### config.mk
export PLATFORM = sky130hd
export DESIGN_NAME = generate_sinus
export DESIGN_NICKNAME = d
export VERILOG_FILES = /design/src/rtl/generate_sinus_pkg.sv /design/src/rtl/sine_quarter_rom.sv /design/src/rtl/generate_sinus.sv
export SDC_FILE = /design/constraint.sdc
export NUM_CORES = 1
export LEC_CHECK = 0
export ABC_CLOCK_PERIOD_IN_PS = 4300
export CAP_MARGIN = 20
export CORE_MARGIN = 2
export CORE_UTILIZATION = 50
export CTS_BUF_LIST = sky130_fd_sc_hd__clkbuf_8
export CTS_CLUSTER_SIZE = 30
export DETAILED_ROUTE_END_ITERATION = 12
export GPL_TIMING_DRIVEN = 0
export HOLD_SLACK_MARGIN = 0.05
export PLACE_DENSITY = 0.81
export REMOVE_ABC_BUFFERS = 1
export SLEW_MARGIN = 20
export SYNTH_ARGS = -nofsm -noshare
export SYNTH_HDL_FRONTEND = slang
export SYNTH_HIERARCHICAL = 1
export SYNTH_SLANG_ARGS = --single-unit
export TNS_END_PERCENT = 50
### constraint.sdc
create_clock -name clk -period 4.3 [get_ports clk]
set_input_delay 0.645 -clock clk [delete_from_list [all_inputs] [get_ports clk]]
set_output_delay 0.645 -clock clk [all_outputs]
set_load 0.005 [all_outputs]
### src/rtl/generate_sinus_pkg.sv
// Shared constants, quadrant encoding and ROM address folding for the sine generator.
package generate_sinus_pkg;

    localparam int ACC_W      = 16;     // phase accumulator width
    localparam int OUT_W      = 16;     // signed sample width
    localparam int IDX_W      = 8;      // table index taken from the accumulator MSBs
    localparam int QROM_DEPTH = 65;     // quarter wave including both end points
    localparam int QROM_AW    = 7;      // enough to address entries 0..64
    localparam int AMPLITUDE  = 32767;  // full-scale peak, keeps -32768 unreachable

    // Quadrant of the 256-point period, from idx[7:6].
    typedef enum logic [1:0] {
        QUAD_RISE     = 2'd0,  // +Q[k]
        QUAD_FALL     = 2'd1,  // +Q[64-k]
        QUAD_NEG_RISE = 2'd2,  // -Q[k]
        QUAD_NEG_FALL = 2'd3   // -Q[64-k]
    } quadrant_e;

    // Mirror the in-quadrant offset for the falling quarters.
    function automatic logic [QROM_AW-1:0] fold_addr(input quadrant_e quad,
                                                     input logic [IDX_W-3:0] off);
        logic [QROM_AW-1:0] addr;
        addr = {1'b0, off};
        if (quad == QUAD_FALL || quad == QUAD_NEG_FALL)
            addr = QROM_AW'(QROM_DEPTH - 1) - {1'b0, off};
        return addr;
    endfunction

endpackage

### src/rtl/sine_quarter_rom.sv
// Combinational quarter-wave table: round(32767*sin(2*pi*k/256)), k = 0..64.
module sine_quarter_rom
    import generate_sinus_pkg::*;
(
    input  logic [QROM_AW-1:0] addr_i,
    output logic [OUT_W-1:0]   data_o
);

    // Table lookup; addresses beyond 64 never occur and return zero.
    always_comb begin
        data_o = '0;
        case (addr_i)
            7'd0:  data_o = 16'd0;     7'd1:  data_o = 16'd804;
            7'd2:  data_o = 16'd1608;  7'd3:  data_o = 16'd2410;
            7'd4:  data_o = 16'd3212;  7'd5:  data_o = 16'd4011;
            7'd6:  data_o = 16'd4808;  7'd7:  data_o = 16'd5602;
            7'd8:  data_o = 16'd6393;  7'd9:  data_o = 16'd7179;
            7'd10: data_o = 16'd7962;  7'd11: data_o = 16'd8739;
            7'd12: data_o = 16'd9512;  7'd13: data_o = 16'd10278;
            7'd14: data_o = 16'd11039; 7'd15: data_o = 16'd11793;
            7'd16: data_o = 16'd12539; 7'd17: data_o = 16'd13279;
            7'd18: data_o = 16'd14010; 7'd19: data_o = 16'd14732;
            7'd20: data_o = 16'd15446; 7'd21: data_o = 16'd16151;
            7'd22: data_o = 16'd16846; 7'd23: data_o = 16'd17530;
            7'd24: data_o = 16'd18204; 7'd25: data_o = 16'd18868;
            7'd26: data_o = 16'd19519; 7'd27: data_o = 16'd20159;
            7'd28: data_o = 16'd20787; 7'd29: data_o = 16'd21403;
            7'd30: data_o = 16'd22005; 7'd31: data_o = 16'd22594;
            7'd32: data_o = 16'd23170; 7'd33: data_o = 16'd23732;
            7'd34: data_o = 16'd24279; 7'd35: data_o = 16'd24811;
            7'd36: data_o = 16'd25329; 7'd37: data_o = 16'd25832;
            7'd38: data_o = 16'd26319; 7'd39: data_o = 16'd26790;
            7'd40: data_o = 16'd27245; 7'd41: data_o = 16'd27683;
            7'd42: data_o = 16'd28105; 7'd43: data_o = 16'd28510;
            7'd44: data_o = 16'd28898; 7'd45: data_o = 16'd29268;
            7'd46: data_o = 16'd29621; 7'd47: data_o = 16'd29956;
            7'd48: data_o = 16'd30273; 7'd49: data_o = 16'd30571;
            7'd50: data_o = 16'd30852; 7'd51: data_o = 16'd31113;
            7'd52: data_o = 16'd31356; 7'd53: data_o = 16'd31580;
            7'd54: data_o = 16'd31785; 7'd55: data_o = 16'd31971;
            7'd56: data_o = 16'd32137; 7'd57: data_o = 16'd32285;
            7'd58: data_o = 16'd32412; 7'd59: data_o = 16'd32521;
            7'd60: data_o = 16'd32609; 7'd61: data_o = 16'd32678;
            7'd62: data_o = 16'd32728; 7'd63: data_o = 16'd32757;
            7'd64: data_o = 16'd32767;
            default: data_o = '0;
        endcase
    end

endmodule

### src/rtl/generate_sinus.sv
// Phase-accumulator sine generator: 16-bit NCO, 256-point table folded from a quarter wave.
module generate_sinus
    import generate_sinus_pkg::*;
(
    input  logic                    clk,
    input  logic                    rst_n,
    input  logic [ACC_W-1:0]        freq,
    output logic signed [OUT_W-1:0] signal
);

    logic [ACC_W-1:0]        phase_q, phase_d;
    logic signed [OUT_W-1:0] signal_q, signal_d;
    logic [IDX_W-1:0]        idx;
    quadrant_e               quad;
    logic [QROM_AW-1:0]      rom_addr;
    logic [OUT_W-1:0]        rom_data;

    assign idx      = phase_q[ACC_W-1 -: IDX_W];
    assign quad     = quadrant_e'(idx[IDX_W-1 -: 2]);
    assign rom_addr = fold_addr(quad, idx[IDX_W-3:0]);

    sine_quarter_rom u_rom (
        .addr_i (rom_addr),
        .data_o (rom_data)
    );

    // Next phase wraps silently; the sample is taken from the pre-update phase.
    always_comb begin
        phase_d  = phase_q + freq;
        signal_d = $signed(rom_data);
        if (quad == QUAD_NEG_RISE || quad == QUAD_NEG_FALL)
            signal_d = -$signed(rom_data);
    end

    // Accumulator and output register, both cleared by reset.
    always_ff @(posedge clk) begin
        if (!rst_n) begin
            phase_q  <= '0;
            signal_q <= '0;
        end else begin
            phase_q  <= phase_d;
            signal_q <= signal_d;
        end
    end

    assign signal = signal_q;

endmodule

==> results of run 1 <==
logic make-up (layout without fill, tap and decap cells):
| kind of cell | count (synthesis) | count (layout) | synth area share |
|---|---|---|---|
| compound gates | 159 | 159 | 0.306 |
| flops | 32 | 32 | 0.180 |
| buf+inv | 48 | 83 | 0.0642 |
| other cells | 1 | 1 | 0.00106 |
| fa+ha+maj | 32 | 32 | 0.115 |
| simple gates | 177 | 177 | 0.245 |
| mux | 8 | 8 | 0.0264 |
| xor+xnor | 25 | 25 | 0.0617 |
per-stage QoR:
stage	hold slack [ps]	instances	utilization	TNS [ps]
3_3_place_gp	533	580	0.562	-49470
6_report	546	613	0.625	0
3_5_place_dp	538	590	0.584	-4700
5_1_grt	573	613	0.625	-28.0
2_1_floorplan	522	451	-	-20900
4_1_cts	552	600	0.605	0
worst min-delay path by stage:
stage / to / slack (ps) / startpoint
2_1_floorplan: phase_q[0] / 520 / phase_q[0]
3_3_place_gp: phase_q[0] / 530 / phase_q[0]
3_5_place_dp: phase_q[0] / 540 / phase_q[0]
4_1_cts: phase_q[0] / 550 / phase_q[0]
5_1_grt: phase_q[0] / 570 / phase_q[0]
6_report: phase_q[0] / 550 / phase_q[0]
routing by layer:
metal	GRT usage	vias up
met4	0.0716	0
li1	-	1824
met1	0.339	1771
met2	0.404	215
met5	0	-
met3	0.0354	17
worst max-delay path, stage by stage (launching register included):
cell      delay, ps
dfxtp_4         410
or3_1           420
nand2_1         180
xnor2_4         150
buf_6           190
buf_6           150
nand2b_1        300
a21oi_1         200
o21ai_1         100
nor3_2          180
a211oi_1        140
inv_1           120
ha_1            160
or3b_2          500
o41ai_4         370
nand2_1         120
xnor2_1         150
nor2_1           50
sequential cells by signal, summed over array words and instances (netlist names):
signal / cells
phase_q: 16
signal: 16
cells in the mapped netlist (3+ instances only):
cell,instances,area [sq um]
nand4_1,7,43.8
a21oi_1,35,175
buf_4,6,45.0
a211oi_1,6,45.0
o211ai_1,11,82.6
and2_1,8,50.1
clkbuf_1,8,30.0
o211a_1,3,30.0
buf_2,14,70.1
dfxtp_1,32,641
xnor2_1,12,105
o31ai_1,11,82.6
a2bb2oi_1,3,26.3
nor3b_1,4,30.0
nand3_1,14,70.1
or3_1,5,31.3
a21boi_0,4,30.0
o21bai_1,3,22.5
o22a_1,3,26.3
nor4_1,3,18.8
nand2_1,56,210
o21ai_0,36,180
nor2b_1,3,18.8
nor2_1,40,150
ha_1,31,388
a21o_1,7,52.6
nor3_1,9,45.0
xor2_1,13,114
o21ai_1,3,15.0
nand2b_1,15,93.8
inv_1,16,60.1
mux2i_1,6,60.1
a31oi_1,10,62.6
final cells by class:
cell class                 count  share of cell area
clock buffer                   5              0.0161
clock inverter                 3             0.00908
inverter                      17              0.0164
multi-input combinational    402               0.650
sequential                    32               0.151
tap                           96              0.0281
timing repair buffer          58               0.129
timing repair:
action | in CTS | in global routing
endpoints found under the setup margin | 13 | 10
hold buffers | 0 | 0
buffers inserted | 2 | 13
gates resized for setup | 5 | 8
pin swaps | 1 | 2
==> run summary, run 1 <==
status = finished, final reports clean
area delta synth->final = 20.3%
GRT Resource Usage Total = 0.247
Seq/Total Area, Yosys = 0.180
Placement Setup Slack = -617 ps
required time of the worst setup path = 4440 ps
Achievable Freq = 247 MHz
row count = 30
I/O pin cnt = 34
commonest cells after routing, fill and taps aside = 56 x nand2_1, 40 x nor2_1, 35 x a21oi_1
Final min period = 4050 ps
asr flop ratio synth = 0
r2r setup slk = 250 ps
Worst Tran Pin Value = 897 ps
DP Area = 3990 sq um
Final Max Slew Viols = 0
Clock Pin Slew Worst Setup and Hold Paths = 70 ps
worst skew pair latency = 280 ps
first-pass GRT wire length = 15,600 microns
H-Tree Level Count = 2
core area = 6830 sq um
register bit total from synthesis = 32
layout cells sized above 1 = 0.108
Post-synth EDFFs = 0
area occupied by multi-input gates = 2780 sq um
main flop type after synthesis = dfxtp_1
most common cell after layout, fill and taps aside = nand2_1
DR pass1 iterations = 5
setup slack after layout = 252 ps
Starting DRT DRC Count = 323
DP HPWL = 7050 microns
Reg-to-Reg End = signal[12]
vias in the first global route = 3,326
clock sink count = 32
Final period util = 0.941
die area = 7790 sq um
Root Driver = clkbuf_8
PortBufs = 33
Distinct cells, synth = 67
CP endpoint kind = register
Max-slew headroom = 0.401
DR vias = 3,827
Vias/cell = 6.24
HP Class = reg2reg
gr ovfl total = 0
CTS tree = yes
Nets = 566
Non-Filler Cell Area, Final = 4270 sq um
initial core utilization = 0.520
Syn Area/Cell = 7.36 sq um
Register-to-Register Path Depth = 17
wire length on met2 = 4540 microns
fill cell count = 591
worst setup path category = reg2reg
final hold violation count = 0
Worst setup SP type = register
DR top layer = met4
Clock Skew = 8.22 ps
critical path data arrival time = 4190 ps
initial antenna violation count = 0
Final Setup Violations = 0
largest net degree at the start of global routing = 31
global placement routability congestion = 0.965
yosys warns = 6
met3 wire len = 866 microns
Worst Setup EP = signal[12]
crit-path max FO = 15
synthesized area = 3550 sq um
CP startpoint = phase_q[8]
WL/cell = 16.0 microns
worst r2r src = phase_q[8]
worst hold stages = 2
Die Wd = 88.3 microns
Post-route DRC = 0
diode count = 0
Synth Instances = 482
max-cap violation count = 0
Total Wirelength = 9820 microns
die height = 88.3 microns
Register Area = 644 sq um
antenna viol nets, final = 0
wire length on met1 = 4250 microns
worst-case clock buffer depth = 2
cts bufs inserted = 5
Power of run 1 is not shown: default switching activity piles up to over one toggle a cycle in this logic, so the estimate is an artifact.
==> inputs of run 2 (changes only) <==
SKIP_LAST_GASP = 1   (was unset)
==> results of run 2 <==
Final layout, timing and power as in run 1 (identical DEF).
Power of run 2 is left out for the same reason.
==> inputs of run 3 (changes only) <==
SKIP_CTS_REPAIR_TIMING = 1   (was unset)
==> run 3 against run 2 <==
Register-to-register slack got worse by 80 ps. Design area unchanged. Sequential share of layout area unchanged. Via count decreased by 0.39%. Critical path depth decreased by 2. Worst hold slack unchanged. Setup slack got worse by 81 ps. Critical endpoint unchanged. Wire length decreased by 0.22%. Cell count unchanged.
==> run summary, run 3 (synthesis results as in run 1) <==
critical path data arrival time = 4260 ps
slowest stage delay, CP = 550 ps
Vias/cell = 6.22
Worst Tran Pin Value = 900 ps
Final Max Slew Viols = 0
PortBufs = 33
gr ovfl total = 0
Max-slew headroom = 0.400
row count = 30
die height = 88.3 microns
crit path cell chain = or3_1, nand2_1, xnor2_4, buf_6, buf_6, nand2b_1, o211a_1, o21ai_0, a211o_1, nand3_1, or3b_2, o41ai_4, nand2_1, xnor2_1, nor2_1
layout cells sized above 1 = 0.108
GRT Resource Usage Total = 0.246
commonest cells after routing, fill and taps aside = 56 x nand2_1, 40 x nor2_1, 35 x a21oi_1, 35 x o21ai_0, 33 x clkdlybuf4s50_1
Final min period = 4130 ps
DR pass1 iterations = 5
CP endpoint kind = register
required time of the worst setup path = 4440 ps
largest net degree at the start of global routing = 31
setup slack after layout = 170 ps
area delta synth->final = 20.3%
Post-route DRC = 0
Crit-path slowest cell = or3b_2
CTS tree = yes
vias in the first global route = 3,319
Nets = 566
most common cell after layout, fill and taps aside = nand2_1
core area = 6830 sq um
global placement routability congestion = 0.965
Reg-to-Reg End = signal[12]
cts bufs inserted = 5
DR vias = 3,812
Final period util = 0.960
clock sink count = 32
DP HPWL = 7050 microns
Clock Skew = 8.27 ps
antenna viol nets, final = 0
max-cap violation count = 0
worst hold stages = 2
first-pass GRT wire length = 15,500 microns
Achievable Freq = 242 MHz
worst-case clock buffer depth = 2
Worst path top cell family by delay = simple AND/OR/NAND/NOR gates
Hold Path Sink = phase_q[0]
Total Wirelength = 9790 microns
Starting DRT DRC Count = 448
final hold violation count = 0
Worst setup SP type = register
Clock Pin Slew Worst Setup and Hold Paths = 70 ps
worst setup path category = reg2reg
Register-to-Register Path Depth = 15
I/O pin cnt = 34
Worst Hold Launch = phase_q[0]
initial antenna violation count = 0
r2r setup slk = 170 ps
die area = 7790 sq um
diode count = 0
Die Wd = 88.3 microns
HP Class = reg2reg
Root Driver = clkbuf_8
crit-path max FO = 15
initial core utilization = 0.520
status = finished, final reports clean
Buf/Inv on CP = 2
H-Tree Level Count = 2
WL/cell = 16.0 microns
Placement Setup Slack = -617 ps
Final Setup Violations = 0
RSZ-0062 raised after global routing = true
worst r2r src = phase_q[8]
worst skew pair latency = 280 ps
-- run 3: final cells by class --
class	count	area [sq um]
well taps	96	120
multi-input cells	402	2780
clock buffers	5	68.8
flip-flops and latches	32	644
fillers	596	2560
clock inverters	3	38.8
inverters	17	70.1
repair buffers	58	553
-- run 3: per-layer routing --
metal	up-vias	GRT usage	wire, microns
met1	1747	0.339	4290
met4	0	0.0744	187
li1	1831	-	-
met3	18	0.0317	819
met2	216	0.403	4490
met5	-	0	0
-- run 3: per-stage QoR --
stage | std cells | setup TNS [ps] | hold WS [ps] | util | instance area [sq um]
2_1_floorplan | 451 | -20900 | 522 | - | 3390
3_3_place_gp | 580 | -49470 | 533 | 0.562 | 3840
3_5_place_dp | 590 | -4700 | 538 | 0.584 | 3990
4_1_cts | 598 | -5240 | 552 | 0.599 | 4090
5_1_grt | 613 | -224 | 573 | 0.625 | 4270
6_report | 613 | 0 | 546 | 0.625 | 4270
-- run 3: how the worst max path moves through the flow --
stage / slack, ps / start / to / cells after the start
floorplan: -1790 / phase_q[8] / signal[14] / 14
detailed placement: -620 / phase_q[8] / signal[12] / 17
global placement: -3600 / phase_q[8] / signal[12] / 14
CTS: -640 / phase_q[8] / signal[12] / 17
global route: -90 / phase_q[8] / signal[14] / 15
finish: 170 / phase_q[8] / signal[12] / 15
-- run 3: tightest hold or removal path: cells and delay by family (launching register included) --
family / cells / cell delay (ps)
adders and majority gates: 1 / 110
DFF: 1 / 310
and+or+nand+nor: 1 / 100
Power of run 3 is left out for the same reason.
